`src/rtl/safe_pkg.sv`:
```
// Shared types and widths for the combination safe.
// Holds the FSM state enum and the counter widths.
package safe_pkg;

  localparam int FAIL_W = 4;
  localparam int LOCK_W = 16;

  typedef enum logic [2:0] {
    S0     = 3'd0,
    S1     = 3'd1,
    S2     = 3'd2,
    S3     = 3'd3,
    OPEN   = 3'd4,
    LOCKED = 3'd5
  } safe_state_e;

endpackage

```
`src/rtl/safe_lockout_timer.sv`:
```
// Lockout down-counter: start loads the cycle count,
// done flags the final cycle. Ports: clk, reset(n), start, load, done.
module safe_lockout_timer
  import safe_pkg::*;
(
  input  logic              clk,
  input  logic              reset,
  input  logic              start,
  input  logic [LOCK_W-1:0] load,
  output logic              done
);

  logic [LOCK_W-1:0] cnt_q;
  logic [LOCK_W-1:0] cnt_d;

  always_comb begin
    cnt_d = cnt_q;
    if (start) begin
      cnt_d = load;
    end else if (cnt_q != '0) begin
      cnt_d = cnt_q - 1'b1;
    end
  end

  always_ff @(posedge clk) begin
    if (!reset) begin
      cnt_q <= '0;
    end else begin
      cnt_q <= cnt_d;
    end
  end

  // The count equals 1 in the last locked cycle, so
  // the FSM leaves after exactly 'load' cycles.
  assign done = (cnt_q == LOCK_W'(1));

endmodule

```
`src/rtl/safe.sv`:
```
// Combination safe: four bytes MSB first open it, repeated
// failures lock it out. Ports: clk, reset(n), din, din_valid, unlocked.
module safe
  import safe_pkg::*;
#(
  parameter logic [31:0] CODE           = 32'hBAADC0DE,
  parameter int          MAX_FAILS      = 3,
  parameter int          LOCKOUT_CYCLES = 16
) (
  input  logic       clk,
  input  logic       reset,
  input  logic [7:0] din,
  input  logic       din_valid,
  output logic       unlocked
);

  localparam logic [7:0] FIRST =
    CODE[31:24];
  localparam logic [FAIL_W-1:0] MAX_CNT =
    FAIL_W'(MAX_FAILS);
  localparam logic [LOCK_W-1:0] LOCK_LOAD =
    LOCK_W'(LOCKOUT_CYCLES);

  safe_state_e       state_q, state_d;
  logic [FAIL_W-1:0] fail_q, fail_d;
  logic [FAIL_W-1:0] fail_inc;
  logic              unlocked_q, unlocked_d;
  logic [7:0]        exp_byte;
  logic              lock_start;
  logic              lock_done;

  safe_lockout_timer u_timer (
    .clk   (clk),
    .reset (reset),
    .start (lock_start),
    .load  (LOCK_LOAD),
    .done  (lock_done)
  );

  always_comb begin
    exp_byte = CODE[31:24];
    case (state_q)
      S1:      exp_byte = CODE[23:16];
      S2:      exp_byte = CODE[15:8];
      S3:      exp_byte = CODE[7:0];
      default: exp_byte = CODE[31:24];
    endcase
  end

  always_comb begin
    fail_inc = fail_q;
    if (fail_q != '1) begin
      fail_inc = fail_q + 1'b1;
    end
  end

  always_comb begin
    state_d    = state_q;
    fail_d     = fail_q;
    lock_start = 1'b0;
    case (state_q)
      S0, S1, S2, S3: begin
        if (din_valid) begin
          if (din == exp_byte) begin
            case (state_q)
              S0:      state_d = S1;
              S1:      state_d = S2;
              S2:      state_d = S3;
              default: begin
                state_d = OPEN;
                fail_d  = '0;
              end
            endcase
          end else if (fail_inc == MAX_CNT) begin
            state_d    = LOCKED;
            fail_d     = '0;
            lock_start = 1'b1;
          end else begin
            fail_d = fail_inc;
            // A wrong byte may itself start a new attempt.
            state_d = (din == FIRST) ? S1 : S0;
          end
        end
      end
      LOCKED: begin
        if (lock_done) begin
          state_d = S0;
        end
      end
      default: begin
        state_d = state_q;
      end
    endcase
    unlocked_d = (state_d == OPEN);
  end

  always_ff @(posedge clk) begin
    if (!reset) begin
      state_q    <= S0;
      fail_q     <= '0;
      unlocked_q <= 1'b0;
    end else begin
      state_q    <= state_d;
      fail_q     <= fail_d;
      unlocked_q <= unlocked_d;
    end
  end

  assign unlocked = unlocked_q;

endmodule

```
`config.mk`:
```
export PLATFORM = sky130hd
export DESIGN_NAME = safe
export DESIGN_NICKNAME = d
export VERILOG_FILES = /design/src/rtl/safe_pkg.sv /design/src/rtl/safe_lockout_timer.sv /design/src/rtl/safe.sv
export SDC_FILE = /design/constraint.sdc
export NUM_CORES = 1
export LEC_CHECK = 0
export ABC_AREA = 1
export CAP_MARGIN = 20
export CORE_ASPECT_RATIO = 1.75
export CORE_UTILIZATION = 50
export CTS_CLUSTER_DIAMETER = 200
export CTS_CLUSTER_SIZE = 16
export DETAILED_ROUTE_END_ITERATION = 8
export PLACE_DENSITY = 0.71
export RECOVER_POWER = 50
export SLEW_MARGIN = 20
export SYNTH_ARGS = -nofsm -noshare
export SYNTH_HDL_FRONTEND = slang
export SYNTH_SLANG_ARGS = --single-unit
```
`constraint.sdc`:
```
create_clock -name clk -period 4 [get_ports clk]
set_clock_uncertainty 0.2 [all_clocks]
set_input_delay 1 -clock clk [delete_from_list [all_inputs] [get_ports clk]]
set_output_delay 1 -clock clk [all_outputs]
set_load 0.01 [all_outputs]
```
==> metrics.md, run 1 <==
| Metric | Value |
|---|---|
| PortBufs | 11 |
| Post-place setup slack | about 1.1 ns |
| Max-Slew Margin vs Limit | 61.35% |
| CTS tree | done |
| Status | finished, final reports clean |
| Synth top cells by count | nand2_1, nor2_1, inv_1 |
| Post-synth top area share | 32.41% |
| Hold Crit Start | u_timer.cnt_q[1] |
| Max-Cap Viols | 0 |
| Drc violations | 0 |
| Layout area overhead | 11.14% |
| R2R depth | 9 |
| Placed wire-length estimate | between 2 and 2.5 mm |
| Routability cong. | 0.8108 |
| Resize count post-CTS | 0 |
| RSZ-0062 raised after global routing | false |
| GRT Resource Usage Total | roughly a fifth |
| Mapped Cells | 230 |
| Met2 WL | 1.784 mm |
| PnR worst setup slack | about 0.94 ns |
| Starting Density | 53.86% |
| Die X | 43.17 um |
| Pleak | 0.8024 nW |
| Area leader, netlist | dfxtp_1 |
| Placed cell areas | 1615 um2 |
| Vias in the first global route | roughly 1300 |
| DIE AREA | 3196 um2 |
| CP startpoint kind | input port |
| Met3 wire length | 41 um |
| Htree depth | 1 |
| Mapped Nets | between 200 and 250 |
| Mean Syn Cell Area | 6.446 um2 |
| Core region area | 2753 um2 |
| DR vias/cell | 5.251 |
| Largest cells by area after synthesis | dfxtp_1, nand2_1, nor2_1, inv_1, xor2_1 |
| Worst Setup End Kind | register |
| Number of cells on the worst hold path | 2 |
| DRT antenna net count | 0 |
| Max Used Layer | met4 |
| Gr ovfl total | 0 |
| Required time worst endpoint | 3.97 ns |
| Clk pin slew, worst setup/hold paths | 0.08 ns |
| Sequential fraction of the synthesis area | about a third |
| Top_reg_cell synth | dfxtp_1 |
| Max clock buf depth | 2 |
| Setup violators final | 0 |
| Setup_tns | 0 ns |
| Wire per inst | 11.34 um |
| CTS Sinks | 24 |
| Leading cell type by number of instances after synthesis | nand2_1 |
| Antenna diode count | 0 |
| Critical Path Fanout Max | 15 |
| Worst slew pin tran | around 0.58 ns |
| Reg2reg start | fail_q[0] |
| Share of cells above drive strength 1 | 6.557% |
| Min-Delay Path Class | register to register |
| Async set or reset register ratio after synthesis | 0% |
| Largest net degree at the start of global routing | 16 |
| Number of synthesized flops with an enable pin | 0 |
| PwrDens | between 600 and 700 nW/um2 |
| Worst vdd ir | 0.3422 mV |
| CP Data Arrival Time | 3.04 ns |
| Crit path kind | input port to register |
| Die height | 74.04 um |
| Wire length on met1 | 1.211 mm |
| Wirelength, routed | just over 3 mm |
| Clock latency on the worst-skew pair | 0.26 ns |
| Final period util | 76.61% |
| Register bit total from synthesis | 24 |
| Fin. max-slew vios | 0 |
| Cell Area, Synth | 1483 um2 |
| Postcts setup bufs | 0 |
| Violation count after the first detailed-routing iteration | 16 |
| Clock root buffer | clkbuf_8 |
| Inst Count DP | roughly 270 |
| Critical Path Start | din[5] |
| Via Count | 1423 |
| First-pass iteration count of the detailed router | 4 |
| CTS Buf Count | 3 |
| Unique masters post-synth | 25 |
| Final Cell Area | 1648 um2 |
| Hold-fix buffers at CTS | 0 |
| FMAX | 0.3263 GHz |
| Fin. Hold Viols | 0 |
| Initial antenna violation count | 0 |
| Io pins | 12 |
| Nets | 259 |
| Site Rows | 25 |
| Global-route wire length before repair | 5.195 mm |
| Post-route insts no fill | 271 |
| Yosys warnings | 0 |
| Crit path time final | 3.065 ns |
| Fillcell total | 284 |
worst paths after layout:
kind	to	slack [ns]
max	u_timer.cnt_q[2]	0.94
min	u_timer.cnt_q[1]	0.29
max reg2reg	u_timer.cnt_q[2]	1.71
min reg2reg	u_timer.cnt_q[1]	0.29
worst max-delay path: stages:
cell,delay [ns]
dlygate4sd3_1,0.54
inv_1,0.04
nor2_1,0.12
nand2_1,0.06
nand2_1,0.07
nand2_2,0.04
nor2_1,0.17
nand3_1,0.18
nand2_2,0.10
or2_2,0.11
nand2_1,0.33
nor3_1,0.27
cells by family (layout without fill, tap and decap cells):
family	after synthesis	in the layout	share of synthesized area [%]
compound gates	18	18	6.245
simple gates	140	140	41.52
flops	24	24	32.41
xor+xnor	16	16	9.451
buf+inv	29	43	7.848
fa+ha+maj	3	3	2.532
final cells by class:
cell class	instances	area [um2]	share of cell area, %
clock buffer	4	55.05	3.341
tap	27	33.78	2.050
inverter	28	105.1	6.378
sequential	24	480.5	29.16
timing repair buffer	11	110.1	6.682
multi-input combinational	177	863.3	52.39
power breakdown:
group          total, mW  leakage, nW  internal [mW]  switching (mW)
Sequential         0.370        0.197          0.304          0.0663
Clock              0.161       0.0288         0.0877          0.0734
Combinational      0.570        0.577          0.229           0.341
sequential cells by signal, summed over array words and instances (netlist names):
| name | flops |
|---|---|
| unlocked | 1 |
| fail_q | 4 |
| state_q | 3 |
| u_timer.cnt_q | 16 |
cells in the final DEF (no fill, tap or decap):
cell type        instances
ha_1                     3
and2_1                   1
clkbuf_8                 4
xnor2_1                  6
dlygate4sd3_1            2
nand3_1                  9
or2_2                    2
nand2_1                 65
a21oi_1                 11
nor4_1                   3
nor2_1                  41
nand4_1                  5
dfxtp_1                 24
inv_1                   25
xor2_1                  10
nand3b_1                 1
nand2_2                  2
nor2_2                   5
nor3_1                   6
clkdlybuf4s50_1          9
o21ai_0                  6
o211ai_1                 1
inv_2                    3
metrics by stage:
stage | hold slack, ns | total power [mW] | util [%]
floorplan | 0.2502 | 0.8339 | -
global placement | 0.2761 | 0.9484 | 58.68
detailed placement | 0.2768 | 0.9499 | 58.68
CTS | 0.2908 | 1.115 | 60.68
global route | 0.3101 | 1.216 | 59.86
finish | 0.2867 | 1.102 | 59.86
metal layers:
metal	track usage (%)	up-vias
met5	0	-
met4	8.081	0
met3	2.427	4
met2	43.62	17
met1	19.52	649
li1	-	753
No activity file was read; power rests on OpenSTA's default activity.
==> run 2: changes to the inputs <==
- clock period: 4 -> 3.2 ns (I/O delays scaled with it)
==> run 2 against run 1 <==
  * First-iteration DRC count rose by 19%
  * Flip-flop and latch count did not move
  * Critical path depth did not move
  * Total power rose by 26%
  * Critical endpoint is now u_timer.cnt_q[8]
  * Register-to-register slack got worse by 0.61 ns
  * Core utilization rose by 0.36 points
  * Clock power rose by 30%
  * Sequential share of layout area fell by 0.18 points
  * Via count rose by 0.14%
==> metrics.md, run 2 (same netlist as run 1, synthesis figures left out) <==
| Metric | Value |
|---|---|
| Status | finished, final reports clean (unchanged) |
| First-pass iteration count of the detailed router | 4 (unchanged) |
| Fillcell total | 283 (was 284) |
| Wirelength, routed | 3.074 mm (unchanged) |
| Required time worst endpoint | 3.18 ns (was 3.97 ns) |
| Setup_tns | 0 ns (unchanged) |
| DIE AREA | 3196 um2 (unchanged) |
| Max clock buf depth | 2 (unchanged) |
| Int Pwr | 0.7778 mW (was 0.6204 mW) |
| Reg2reg start | u_timer.cnt_q[0] (was fail_q[0]) |
| Reg2reg end | u_timer.cnt_q[13] (was u_timer.cnt_q[2]) |
| Post-route insts no fill | 271 (unchanged) |
| CTS Sinks | 24 (unchanged) |
| Clock latency on the worst-skew pair | 0.27 ns (was 0.26 ns) |
| Violation count after the first detailed-routing iteration | 19 (was 16) |
| Critical Path Start | din[5] (unchanged) |
| Most frequent cells in the layout | nand2_1, nor2_1, inv_1 (unchanged) |
| Layout area overhead | 11.81% (was 11.14%) |
| End of the critical path | u_timer.cnt_q[8] (was u_timer.cnt_q[2]) |
| Io pins | 12 (unchanged) |
| Inst Count DP | 267 (unchanged) |
| RSZ-0062 raised after global routing | false (unchanged) |
| Die X | 43.17 um (unchanged) |
| Max-Cap Viols | 0 (unchanged) |
| Most flop-heavy register | u_timer.cnt_q (unchanged) |
| GRT Resource Usage Total | 21.31% (was 20.95%) |
| Fin. max-slew vios | 0 (unchanged) |
| Placed cell areas | 1615 um2 (unchanged) |
| Postcts setup bufs | 0 (unchanged) |
| CP Data Arrival Time | 2.58 ns (was 3.04 ns) |
| Routability cong. | 0.8126 (was 0.8108) |
| Initial antenna violation count | 0 (unchanged) |
| Max-Slew Margin vs Limit | 70.41% (was 61.35%) |
| FMAX | 0.3841 GHz |
| Switch Pwr | 0.6154 mW (was 0.4811 mW) |
| Global-route wire length before repair | 5.306 mm (was 5.195 mm) |
| Placed wire-length estimate | 2.463 mm (was 2.461 mm) |
| Final Total Pwr | 1.393 mW (was 1.102 mW) |
| Die height | 74.04 um (unchanged) |
| Hold-fix buffers at CTS | 0 (unchanged) |
| Hold_ws | 0.2894 ns (was 0.2867 ns) |
| Antenna diode count | 0 (unchanged) |
| PortBufs | 11 (unchanged) |
| Sequential power share | 33.0% (was 33.6%) |
| Core region area | 2753 um2 (unchanged) |
| Share of cells above drive strength 1 | 6.967% (was 6.557%) |
| Sw frac | 44.17% (was 43.67%) |
| Max reg flops | 16 (unchanged) |
| Final period util | 81.36% |
| CP startpoint kind | input port (unchanged) |
| Worst Setup End Kind | register (unchanged) |
| Resize count post-CTS | 0 (unchanged) |
| Nets | 259 (unchanged) |
| Fin util | 60.23% (was 59.86%) |
| Clock root buffer | clkbuf_8 (unchanged) |
| Worst slew pin tran | 0.4398 ns (was 0.5784 ns) |
| Fin. Hold Viols | 0 (unchanged) |
| DRT antenna net count | 0 (unchanged) |
| Wire per inst | 11.34 um (unchanged) |
| Site Rows | 25 (unchanged) |
| Gr ovfl total | 0 (unchanged) |
| Largest registers | u_timer.cnt_q (16), fail_q (4), state_q (3) (unchanged) |
| DR vias/cell | 5.258 (was 5.251) |
| Starting Density | 53.86% (unchanged) |
| CTS tree | done (unchanged) |
| Crit path time final | 2.603 ns |
| Final Cell Area | 1658 um2 (was 1648 um2) |
| PnR worst setup slack | 0.5966 ns (was 0.9355 ns) |
| Gate power share | 52.0% (was 51.8%) |
| Min-Delay Path Class | register to register (unchanged) |
| Crit path kind | input port to register (unchanged) |
| Worst vdd ir | 0.3512 mV (was 0.3422 mV) |
| R2R depth | 11 (was 9) |
| Clock share of power | 15.0% (was 14.6%) |
| Htree depth | 1 (unchanged) |
| Drc violations | 0 (unchanged) |
| Pleak | 0.8052 nW (was 0.8024 nW) |
| Via Count | 1425 (was 1423) |
| CTS Buf Count | 3 (unchanged) |
| Largest net degree at the start of global routing | 16 (unchanged) |
| Critical Path Fanout Max | 15 (unchanged) |
| Clk pin slew, worst setup/hold paths | 0.09 ns (was 0.08 ns) |
| Most common cell after layout, fill and taps aside | nand2_1 (unchanged) |
| PwrDens | 840.3 nW/um2 (was 668.5 nW/um2) |
| Setup violators final | 0 (unchanged) |
| Vias in the first global route | 1347 (was 1316) |
| Post-place setup slack | 0.5736 ns (was 1.147 ns) |
| Worst reg2reg setup slack | 1.10 ns (was 1.71 ns) |
-- run 2: how the worst min path moves through the flow --
stage / from / to / slack [ns] / cells past startpoint
final: u_timer.cnt_q[1] / u_timer.cnt_q[1] / 0.29 / 2
after CTS: u_timer.cnt_q[1] / u_timer.cnt_q[1] / 0.29 / 2
after floorplan: u_timer.cnt_q[1] / u_timer.cnt_q[1] / 0.25 / 2
after detailed placement: u_timer.cnt_q[1] / u_timer.cnt_q[1] / 0.28 / 2
after global placement: u_timer.cnt_q[1] / u_timer.cnt_q[1] / 0.28 / 2
after global routing: u_timer.cnt_q[1] / u_timer.cnt_q[1] / 0.33 / 2
-- run 2: area by class of cell --
class                      count  area, um2  share of cell area (%)
clock buffer                   4      55.05                   3.321
multi-input combinational    177      873.3                   52.68
sequential                    24      480.5                   28.98
inverter                      28      105.1                   6.340
tap                           27      33.78                   2.038
timing repair buffer          11      110.1                   6.642
-- run 2: layer usage --
metal	global-route usage, %	part of all wire [%]
met2	44.61	58
met5	0	0
met3	2.184	1.7
met4	7.071	1.2
met1	20.33	39
-- run 2: power groups by stage --
stage	combinational [mW]	clock [mW]	sequential [mW]
after CTS	0.730	0.211	0.460
final	0.724	0.209	0.460
after floorplan	0.595	0	0.447
after detailed placement	0.724	0	0.466
after global placement	0.718	0	0.468
after global routing	0.831	0.226	0.473
-- run 2: critical path: stages --
cell and delay [ns]:
dlygate4sd3_1 0.54, inv_1 0.04, nor2_1 0.12, nand2_1 0.06
nand2_1 0.07, nand2_2 0.04, nor2_1 0.17, nand3_1 0.18
nand2_2 0.10, or2_4 0.13, nand2_4 0.12, nor3_1 0.20
